**config.mk**
```make
export PLATFORM = sky130hd
export DESIGN_NAME = mantissa_aligner
export DESIGN_NICKNAME = d
export VERILOG_FILES = /design/src/rtl/mantissa_aligner.sv
export SDC_FILE = /design/constraint.sdc
export NUM_CORES = 1
export LEC_CHECK = 0
export ABC_AREA = 1
export ABC_CLOCK_PERIOD_IN_PS = 3600
export CORE_ASPECT_RATIO = 0.8
export CORE_MARGIN = 3
export CORE_UTILIZATION = 45
export DETAILED_ROUTE_END_ITERATION = 8
export GPL_TIMING_DRIVEN = 1
export PLACE_DENSITY = 0.7
export SLEW_MARGIN = 15
export SYNTH_ARGS = -nofsm -noshare
export SYNTH_HDL_FRONTEND = slang
export SYNTH_SLANG_ARGS = --single-unit
export TNS_END_PERCENT = 30
```
**constraint.sdc**
```tcl
create_clock -name clk -period 3.6 [get_ports clk]
set_input_delay 0.36 -clock clk [delete_from_list [all_inputs] [get_ports clk]]
set_output_delay 0.36 -clock clk [all_outputs]
set_load 0.02 [all_outputs]
```
**src/rtl/mantissa_aligner.sv**
```systemverilog
// Pre-add alignment: picks the larger-exponent operand and right-shifts the
// smaller mantissa by the exponent difference, STEP bits per cycle, keeping G/R/S.
//
// state   | meaning
// IDLE    | waiting for an operand pair, in_ready=1
// COMPARE | pick larger operand, compute exponent difference
// SHIFT   | shift smaller mantissa right, at most STEP bits per cycle
// DONE    | aligned result held until out_ready
module mantissa_aligner #(
  parameter int MANTISSA_N = 24,
  parameter int EXP_N      = 8,
  parameter int STEP       = 4
) (
  input  logic                    clk,
  input  logic                    rst_n,
  input  logic                    in_valid,
  output logic                    in_ready,
  input  logic                    a_sign,
  input  logic [EXP_N-1:0]        a_exp,
  input  logic [MANTISSA_N-1:0]   a_mant,
  input  logic                    b_sign,
  input  logic [EXP_N-1:0]        b_exp,
  input  logic [MANTISSA_N-1:0]   b_mant,
  output logic                    out_valid,
  input  logic                    out_ready,
  output logic [EXP_N-1:0]        out_exp,
  output logic                    out_sign_l,
  output logic                    out_sign_s,
  output logic [MANTISSA_N+2:0]   out_mant_l,
  output logic [MANTISSA_N+2:0]   out_mant_s,
  output logic                    out_swapped
);

  localparam int W = MANTISSA_N + 3;

  typedef enum logic [1:0] {IDLE, COMPARE, SHIFT, DONE} state_t;

  state_t                  state_q, state_d;
  logic                    a_sign_q, a_sign_d, b_sign_q, b_sign_d;
  logic [EXP_N-1:0]        a_exp_q, a_exp_d, b_exp_q, b_exp_d;
  logic [MANTISSA_N-1:0]   a_mant_q, a_mant_d, b_mant_q, b_mant_d;
  logic [EXP_N-1:0]        exp_q, exp_d, rem_q, rem_d;
  logic                    sign_l_q, sign_l_d, sign_s_q, sign_s_d;
  logic                    swapped_q, swapped_d;
  logic [W-1:0]            mant_l_q, mant_l_d, ext_q, ext_d;

  logic [EXP_N-1:0]        exp_l, exp_s, diff, sh;
  logic [MANTISSA_N-1:0]   mant_l_c, mant_s_c;
  logic                    lost;

  always_comb begin
    state_d   = state_q;
    a_sign_d  = a_sign_q;
    a_exp_d   = a_exp_q;
    a_mant_d  = a_mant_q;
    b_sign_d  = b_sign_q;
    b_exp_d   = b_exp_q;
    b_mant_d  = b_mant_q;
    exp_d     = exp_q;
    rem_d     = rem_q;
    sign_l_d  = sign_l_q;
    sign_s_d  = sign_s_q;
    swapped_d = swapped_q;
    mant_l_d  = mant_l_q;
    ext_d     = ext_q;
    exp_l     = a_exp_q;
    exp_s     = b_exp_q;
    mant_l_c  = a_mant_q;
    mant_s_c  = b_mant_q;
    diff      = '0;
    sh        = '0;
    lost      = 1'b0;

    case (state_q)
      IDLE: begin
        if (in_valid) begin
          a_sign_d = a_sign;
          a_exp_d  = a_exp;
          a_mant_d = a_mant;
          b_sign_d = b_sign;
          b_exp_d  = b_exp;
          b_mant_d = b_mant;
          state_d  = COMPARE;
        end
      end
      COMPARE: begin
        // ties keep A as the larger operand
        if (a_exp_q >= b_exp_q) begin
          sign_l_d  = a_sign_q;
          sign_s_d  = b_sign_q;
          swapped_d = 1'b0;
        end else begin
          exp_l     = b_exp_q;
          exp_s     = a_exp_q;
          mant_l_c  = b_mant_q;
          mant_s_c  = a_mant_q;
          sign_l_d  = b_sign_q;
          sign_s_d  = a_sign_q;
          swapped_d = 1'b1;
        end
        diff     = exp_l - exp_s;
        exp_d    = exp_l;
        mant_l_d = {mant_l_c, 3'b000};
        ext_d    = {mant_s_c, 3'b000};
        if (32'(diff) >= 32'(W)) begin
          ext_d   = W'(|mant_s_c);
          state_d = DONE;
        end else if (diff == '0) begin
          state_d = DONE;
        end else begin
          rem_d   = diff;
          state_d = SHIFT;
        end
      end
      SHIFT: begin
        sh    = (rem_q > EXP_N'(STEP)) ? EXP_N'(STEP) : rem_q;
        lost  = |(ext_q & ~({W{1'b1}} << sh));
        ext_d = (ext_q >> sh) | W'(lost);
        rem_d = rem_q - sh;
        if (rem_q == sh) state_d = DONE;
      end
      DONE: begin
        if (out_ready) state_d = IDLE;
      end
      default: state_d = IDLE;
    endcase
  end

  always_ff @(posedge clk or negedge rst_n) begin
    if (!rst_n) begin
      state_q   <= IDLE;
      a_sign_q  <= 1'b0;
      a_exp_q   <= '0;
      a_mant_q  <= '0;
      b_sign_q  <= 1'b0;
      b_exp_q   <= '0;
      b_mant_q  <= '0;
      exp_q     <= '0;
      rem_q     <= '0;
      sign_l_q  <= 1'b0;
      sign_s_q  <= 1'b0;
      swapped_q <= 1'b0;
      mant_l_q  <= '0;
      ext_q     <= '0;
    end else begin
      state_q   <= state_d;
      a_sign_q  <= a_sign_d;
      a_exp_q   <= a_exp_d;
      a_mant_q  <= a_mant_d;
      b_sign_q  <= b_sign_d;
      b_exp_q   <= b_exp_d;
      b_mant_q  <= b_mant_d;
      exp_q     <= exp_d;
      rem_q     <= rem_d;
      sign_l_q  <= sign_l_d;
      sign_s_q  <= sign_s_d;
      swapped_q <= swapped_d;
      mant_l_q  <= mant_l_d;
      ext_q     <= ext_d;
    end
  end

  assign in_ready    = (state_q == IDLE);
  assign out_valid   = (state_q == DONE);
  assign out_exp     = exp_q;
  assign out_sign_l  = sign_l_q;
  assign out_sign_s  = sign_s_q;
  assign out_mant_l  = mant_l_q;
  assign out_mant_s  = ext_q;
  assign out_swapped = swapped_q;

endmodule

```
* Yosys cells after proc, flatten, opt, wreduce, memory -nomap -nowiden
Index checks and enable logic that the tools add are counted.
** Storage, ports and cells
- Flip-flop bits (word level) :: 138
- Bits in latches :: 0
- Memory bits (writable) :: 0
- ROM bits :: 0
- Input port bits :: 70
- Output and inout bits :: 67
- Word-level logic and storage cells :: 63
- Memories kept :: 0
** Cells by class
- Add/subtract/negate cells :: 2
- Multiply operators :: 0
- Div/mod/pow operators :: 0
- Magnitude comparators :: 3
- Equality and inequality tests :: 9
- Shift operators :: 2
- Multiplexer cells :: 22
- Bitwise logic cells :: 3
- Reduce and logical (&&, ||, !) cells :: 8
** Operator list (number)
- $mux W24 :: 3
- $mux W8 :: 7
- $pmux W27 S2 :: 1
- $and A27 B27 Y27 :: 1
- $mux W27 :: 1
- $not A27 Y27 :: 1
- $or A27 B1 Y27 :: 1
- $reduce_or A27 Y1 :: 1
- $shl A27 B8 Y27 const A :: 1
- $shr A27 B8 Y27 :: 1
- $reduce_or A24 Y1 :: 1
- $pmux W8 S2 :: 1
- $sub A8 B8 Y8 :: 2
- $eq A8 B8 Y1 :: 1
- $ge A8 B5 Y1 const B :: 1
- $ge A8 B8 Y1 :: 1
- $gt A8 B3 Y1 const B :: 1
- $logic_not A8 Y1 :: 1
- $ne A2 B2 Y1 const B :: 4
- $pmux W2 S4 :: 1
- $mux W2 :: 3
- $reduce_and A3 Y1 :: 2
- $mux W1 :: 5
- $eq A2 B2 Y1 const B :: 2
- other kinds (5) :: 5

* Logic depth before layout (Yosys ltp)
Gate-level depths: netlist of the first run.
- Depth after elaboration :: 8
- Gate-level depth with buffers :: 25
- Gate-level depth less buffers :: 25

* Worst setup path after synthesis of the first run
OpenSTA, ideal clock, no wires.
- Path type :: reg-to-reg
- From :: reg b_exp_q[3]
- To :: reg rem_q[1]
- Setup time :: 117 ps
- Arrival :: 2578 ps
- Setup slack :: 905 ps
- Cell stages (with the launch flop) :: 24
- Path buffers :: 0
- Period minus slack after synthesis :: 2695 ps
- Path through :: dfrtp_1 > inv_1 > ha_1 > nand2_2 > inv_2 > nand2_1 > nand2_1 > nand2_2 > nand3_4 > nand2_1 > nand3_1 > ha_1 > inv_1 > nand2_1 > nand3_1 > nand3_1 > nand2_1 > nand2_1 > nor2_8 > nand3_2 > nand2_4 > nand2_2 > nand2_1 > nand2_1
** On the way
- Cells in the longest elaborated chain, start to end :: 7
- Elaborated cells between the ends (all ways) :: 14
- Classes of those cells :: 1 x add/sub; 2 x order compare; 2 x eq/ne; 7 x mux; 2 x reduce/logical
** RTL lines
- start, declared :: line 40 : logic [EXP_N-1:0] a_exp_q, a_exp_d, b_exp_q, b_exp_d;
- start signal, assigned :: line 151 : b_exp_q <= b_exp_d;
- $ge A8 B8 Y1 :: line 88 : if (a_exp_q >= b_exp_q) begin
- $mux W8 :: line 88
- $mux W8 :: line 74 : case (state_q)
- $sub A8 B8 Y8 * :: line 101 : diff = exp_l - exp_s;
- $ge A8 B5 Y1 (tied with other cells) :: line 105 : if (32'(diff) >= 32'(W)) begin
- $ne A2 B2 Y1 (no line) / $mux W8 (equally long branches)
- $reduce_and A3 Y1 (no line) / $pmux W8 S2 (equally long branches)
- end signal, assigned :: line 154 : rem_q <= rem_d;
- end, declared :: line 42 : logic [EXP_N-1:0] exp_q, exp_d, rem_q, rem_d;
Every way passes the cells marked *; elsewhere a longest branch is shown, timed or not. The select of a mux whose other input is x is not followed.
A chain may end at the register's enable or synchronous reset.

* Worst setup path after layout of the first run
- From :: reg b_exp_q[3]
- To :: reg ext_q[24] (netlist: out_mant_s[24])
** On the way
- Cells in the longest elaborated chain, start to end :: 7
- Elaborated cells between the ends (all ways) :: 11
- Classes of those cells :: 1 x add/sub; 2 x order compare; 8 x mux
** RTL lines
- $ge A8 B8 Y1 :: line 88
- $mux W8 :: line 88
- $mux W8 :: line 74
- $sub A8 B8 Y8 :: line 101
- $ge A8 B5 Y1 :: line 105
- $mux W27 * :: line 105
- $pmux W27 S2 * :: line 74
- end signal, assigned :: line 159 : ext_q <= ext_d;
- end, declared :: line 45 : logic [W-1:0] mant_l_q, mant_l_d, ext_q, ext_d;
Marked as above.

==> results of run 1 <==
[flip-flops by register name (all words and copies together) (netlist names), 2 cells and up]
name and count:
out_mant_s 27, a_mant_q 24, b_mant_q 24, out_mant_l 24, a_exp_q 8, b_exp_q 8
out_exp 8, rem_q 8, state_q 2
[layout by cell type (no fill, tap or decap), drive strengths merged, types with 2 or more instances in the layout]
cell           count
nand2            237
dfrtp            138
clkdlybuf4s50    132
inv              131
nor2             129
a21oi            123
o21ai            100
nand3             29
nand4             26
clkbuf            20
o221a             15
buf               15
ha                14
mux2              12
a31oi              9
clkinv             9
nor4               4
conb               4
clkinvlp           4
mux2i              3
o221ai             3
a211oi             2
o32ai              2
o22ai              2
o211ai             2
a22oi              2
xor2               2
and2               2
[worst reg2reg max path: cells and delay by family, from the launching register on]
kind            cells  cell delay, ns
fa+ha+maj           2            0.60
simple gates       14            1.55
compound gates      2            0.22
flops               1            0.36
buf+inv             4            0.40
[cell usage after synthesis (all sizes together) (3+ instances only)]
| cell type | count |
|---|---|
| nand2 | 237 |
| dfrtp | 138 |
| inv | 130 |
| nor2 | 129 |
| a21oi | 123 |
| o21ai | 100 |
| clkbuf | 47 |
| nand3 | 29 |
| nand4 | 26 |
| o221a | 15 |
| ha | 14 |
| buf | 12 |
| mux2 | 12 |
| a31oi | 9 |
| clkinv | 4 |
| nor4 | 4 |
| mux2i | 3 |
| o221ai | 3 |
[stage by stage]
stage          area [um2]  hold slack [ns]  std cells  utilization
2_1_floorplan        7950           0.0644       1059            -
3_3_place_gp         9430            0.212       1365        0.557
3_5_place_dp         9430            0.212       1365        0.557
4_1_cts              9980            0.339       1396        0.590
5_1_grt              9990            0.359       1398        0.591
6_report             9990            0.335       1398        0.591
[routing by layer]
metal	global-route usage	vias up
li1	-	3680
met1	0.365	3390
met2	0.308	260
met3	0.0684	19
met4	0.0447	2
met5	0	-
[cells by family (layout without fill, tap and decap cells)]
kind of cell / after synthesis / after routing
simple gates: 429 / 429
compound gates: 264 / 264
buf+inv: 193 / 312
flops: 138 / 138
mux: 15 / 15
fa+ha+maj: 14 / 14
other cells: 2 / 4
xor+xnor: 2 / 2
[timing repair]
action,in CTS,in global routing
hold buffers,1,0
buffers inserted,0,2
setup endpoints to repair,0,8
hold endpoints to repair,17,0
[final cells by class]
type / count / area share
multi-input combinational: 728 / 0.374
sequential: 138 / 0.346
timing repair buffer: 148 / 0.149
inverter: 134 / 0.0503
clock buffer: 20 / 0.0467
tap: 220 / 0.0275
clock inverter: 10 / 0.00714
[final timing paths]
path,endpoint,slack [ns],cells past startpoint
setup reg to reg,out_mant_s[24],0.39,22
hold / removal,rem_q[1],0.33,2
hold reg to reg,out_mant_l[16],0.48,2
min in group clk,out_mant_l[16],0.48,2
setup / recovery,out_mant_s[24],0.39,22
max in group asynchronous,out_mant_s[14],2.35,3
==> qor.csv, run 1 <==
stage,metric,value,unit
synth,simple-gate area share of the yosys netlist,0.232,
floorplanning,Die W,155,um
job,Max Cap Violations,0,
global_route,largest net degree at the start of global routing,122,
global_route,initial antenna violation count,1,
synth,"Seq/Total Area, Yosys",0.435,
synth,asr flop ratio synth,1.00,
drt,Routed WL per cell,15.8,um
global_route,grt ovf,0,
synth,Mapped Area,7950,um2
setup_path,Critical R2R Launch,b_exp_q[3],
timing,final setup fails,0,
floorplanning,core area,16900,um2
drt,DRT antenna net count,0,
cells_and_area,multi-input logic area,3740,um2
synth,"area leader, netlist",dfrtp_1,
synth,area share of the largest cell type after synthesis,0.435,
setup_path,critical path required time,3.96,ns
synth,Synth Area in Compound Gates,0.191,
floorplanning,full die area,19300,um2
setup_path,CP Launch Point,b_exp_q[3],
placed_design,DP Wirelength,15600,um
timing,post-route setup TNS,0,ns
synth,Post-Synth Adder-Cell Area,0.0220,
timing,Final Max Slew Viols,0,
hold_path,Worst Hold Class,input pin to async pin,
drt,met3 wire length,1890,um
drt,M1 WL,10900,um
clock_tree,H-tree depth,4,
placed_design,IO buf count,133,
drt,Detailed Route WL,22100,um
drt,Via density,5.26,
cells_and_area,Storage cell area,3450,um2
clock_tree,Clock Path Buffers,2,
clock_tree,Post-CTS Resized,0,
timing,Max Freq,311,MHz
setup_path,crit-path most repeated cell,nand2_1,
drt,DR top layer,met5,
floorplanning,Die Height,125,um
setup_path,CP startpoint kind,register,
synth,fraction of synthesized area in multiplexers,0.0208,
setup_path,CP Class,register to register,
placed_design,Setup WS pre-CTS,0.354,ns
synth,Netlist cell types,46,
drt,1st-iter DRT viols,604,
synth,post-synthesis register bit count,138,
global_route,vias in the first global route,6835,
synth,Post-Synth XOR/XNOR Area,0.00220,
timing,part of the cycle the worst path needs,0.892,
floorplanning,Rows,42,
clock_tree,Sink Count,138,
global_route,first-pass GRT wire length,36200,um
cells_and_area,Nets,1251,
synth,yosys warns,0,
synth,synth top area cells,"dfrtp_1, nand2_1, a21oi_1",
synth,syn_area_per_cell,7.52,um2
cells_and_area,synthesis-to-finish area growth,25.8,%
timing,RSZ-0062 raised after global routing,no,
timing,Final min period,3.21,ns
setup_path,"CP delay by family, top",simple AND/OR/NAND/NOR gates,
timing,Final Hold Fails,0,
timing,Rel. slew slack,0.361,
global_route,Total GRT Usage,0.230,
setup_path,"slowest stage delay, CP",0.37,ns
clock_tree,CTS Buf Count,17,
drt,DR vias,7351,
clock_tree,clock-pin slew on the worst setup and hold paths,0.06,ns
setup_path,Critical Path AT,3.57,ns
clock_tree,clk root buf,clkbuf_16,
setup_path,Setup crit end kind,register,
drt,DRT Pass-1 Iters,6,
clock_tree,CTS tree,yes,
timing,setup ws final,0.387,ns
setup_path,CP max-delay cell,ha_1,
timing,worst slew pin tran,0.958,ns
drt,DRC viols,0,
placed_design,RD Place Congestion,0.918,
setup_path,CP bufs+invs,4,
floorplanning,I/O Pins,137,
cells_and_area,Layout fillers,1537,
cells_and_area,layout cells sized above 1,0.0959,
timing,Setup Skew,0.00649,ns
setup_path,worst-path cell chain,inv_1 -> ha_1 -> nand2_2 -> inv_2 -> nand2_1 -> nand2_1 -> nand2_2 -> nand3_4 -> nand2_1 -> nand3_1 -> ha_1 -> inv_1 -> nand2_1 -> nand2_1 -> o211ai_1 -> nand2_1 -> nor2_1 -> nor2_4 -> buf_4 -> and2_4 -> nand2_2 -> a21oi_2,
setup_path,CP Max Fanout,16,
clock_tree,Clock Latency Late Sink,0.43,ns
synth,number of synthesized flops with an enable pin,0,
synth,largest family of logic cells by synthesized area,simple AND/OR/NAND/NOR gates,
synth,Cells after Synth,1057,
run_status,outcome,"finished, final reports clean",
floorplanning,Starting Density,0.470,
cells_and_area,# diodes,0,
drt,met2 wire length,9070,um
synth,Post-synth top flop,dfrtp_1,
Power of run 1 is not shown: default switching activity piles up to over one toggle a cycle in this logic, so the estimate is an artifact.
==> run 2, diff against run 1 <==
--- a/config.mk
+++ b/config.mk
@@ -6,7 +6,7 @@
 export NUM_CORES = 1
 export LEC_CHECK = 0
 export ABC_AREA = 1
-export ABC_CLOCK_PERIOD_IN_PS = 3600
+export ABC_CLOCK_PERIOD_IN_PS = 3750
 export CORE_ASPECT_RATIO = 0.8
 export CORE_MARGIN = 3
 export CORE_UTILIZATION = 45
==> constraint.sdc (replaced) <==
create_clock -name clk -period 3.75 [get_ports clk]
set_input_delay 0.375 -clock clk [delete_from_list [all_inputs] [get_ports clk]]
set_output_delay 0.375 -clock clk [all_outputs]
set_load 0.02 [all_outputs]
==> qor.csv, run 2 (same netlist as run 1, synthesis figures left out) <==
stage,metric,value,unit
cells_and_area,"commonest non-fill, non-tap cell in the layout",nand2_1,
placed_design,IO buf count,133,
timing,setup ws final,0.416,ns
clock_tree,Clock Path Buffers,2,
setup_path,reg2reg setup slack,0.42,ns
setup_path,CP startpoint kind,register,
clock_tree,Post-CTS Resized,0,
cells_and_area,Nets,1247,
global_route,first-pass GRT wire length,36300,um
clock_tree,CTS tree,yes,
setup_path,crit-path most repeated cell,nand2_1,
clock_tree,clock-pin slew on the worst setup and hold paths,0.06,ns
timing,Setup Skew,0.00760,ns
timing,RSZ-0062 raised after global routing,no,
cells_and_area,Finished Cell Area,9980,um2
setup_path,"CP delay by family, top",simple AND/OR/NAND/NOR gates,
floorplanning,full die area,19300,um2
floorplanning,Die Height,125,um
setup_path,CP max-delay cell,dfrtp_1,
cells_and_area,synthesis-to-finish area growth,25.6,%
timing,Final Max Slew Viols,0,
floorplanning,core area,16900,um2
floorplanning,Starting Density,0.470,
timing,part of the cycle the worst path needs,0.889,
job,Max Cap Violations,0,
clock_tree,Clock Latency Late Sink,0.43,ns
global_route,largest net degree at the start of global routing,109,
timing,Final Hold Fails,0,
global_route,Total GRT Usage,0.232,
drt,1st-iter DRT viols,597,
setup_path,CP Max Fanout,17,
clock_tree,CTS Buf Count,17,
floorplanning,Rows,42,
placed_design,Setup WS pre-CTS,0.419,ns
clock_tree,Post-CTS Setup Bufs,0,
timing,Max Freq,300,MHz
cells_and_area,layout cells sized above 1,0.0936,
drt,DR vias,7354,
clock_tree,H-tree depth,4,
placed_design,Post-Place Cell Area,9420,um2
drt,Detailed Route WL,21900,um
timing,worst slew pin tran,1.07,ns
clock_tree,clk root buf,clkbuf_16,
timing,Final min period,3.33,ns
clock_tree,hold bufs inserted after CTS,0,
hold_path,Worst Hold Class,input pin to async pin,
setup_path,"slowest stage delay, CP",0.38,ns
global_route,initial antenna violation count,0,
setup_path,worst-path cell chain,inv_1 -> ha_1 -> nand2_1 -> a21oi_1 -> nor2_4 -> nand3_4 -> nand2_1 -> nand3_1 -> ha_1 -> inv_1 -> nand2_1 -> nand2_1 -> nand3b_1 -> nand2_1 -> nor2_1 -> nor2_4 -> nand3_2 -> nand2_4 -> nand2_2 -> nand2_1 -> nand2_1,
drt,Routed WL per cell,15.7,um
global_route,grt ovf,0,
timing,final setup fails,0,
placed_design,RD Place Congestion,0.894,
cells_and_area,"commonest cells after routing, fill and taps aside","nand2_1, dfrtp_1, clkdlybuf4s50_1",
setup_path,Setup crit end kind,register,
clock_tree,Sink Count,138,
drt,DRC viols,0,
placed_design,DP Wirelength,15800,um
floorplanning,Die W,155,um
setup_path,CP bufs+invs,2,
cells_and_area,# diodes,0,
timing,Rel. slew slack,0.289,
drt,Via density,5.27,
timing,post-route setup TNS,0,ns
setup_path,critical path required time,4.07,ns
cells_and_area,number of flip-flops in the largest register,27,
setup_path,Critical Path AT,3.65,ns
run_status,outcome,"finished, final reports clean",
global_route,vias in the first global route,7048,
setup_path,CP Class,register to register,
cells_and_area,fin util,0.590,
drt,DRT Pass-1 Iters,7,
floorplanning,I/O Pins,137,
drt,DRT antenna net count,0,
==> run 2: area by class of cell <==
class,instances,area (um2)
flip-flops and latches,138,3450
well taps,220,275
fillers,1553,6940
clock buffers,20,457
repair buffers,144,1450
inverters,134,503
clock inverters,11,97.6
multi-input cells,728,3740
==> run 2: per-layer routing <==
layer | routed length [um] | share of wire | GRT usage
met1 | 11000 | 0.50 | 0.362
met2 | 8750 | 0.40 | 0.307
met3 | 1810 | 0.083 | 0.0702
met4 | 340 | 0.016 | 0.0628
met5 | 0 | 0 | 0
==> run 2: path summary, 6_finish.rpt <==
path	endpoint	cells past startpoint	startpoint
max in group asynchronous	out_mant_l[4]	1	rst_n
min in group clk	out_mant_l[14]	2	out_mant_l[14]
setup reg to reg	rem_q[6]	21	b_exp_q[5]
setup / recovery	rem_q[6]	21	b_exp_q[5]
hold / removal	rem_q[1]	1	rst_n
hold reg to reg	out_mant_l[14]	2	out_mant_l[14]
==> run 2: through the flow <==
step           hold slack [ns]  cells
6_report                0.0164   1395
5_1_grt                  0.130   1395
4_1_cts                  0.130   1395
3_5_place_dp             0.469   1364
3_3_place_gp             0.465   1364
2_1_floorplan           0.0794   1059
Power of run 2 is left out for the same reason.
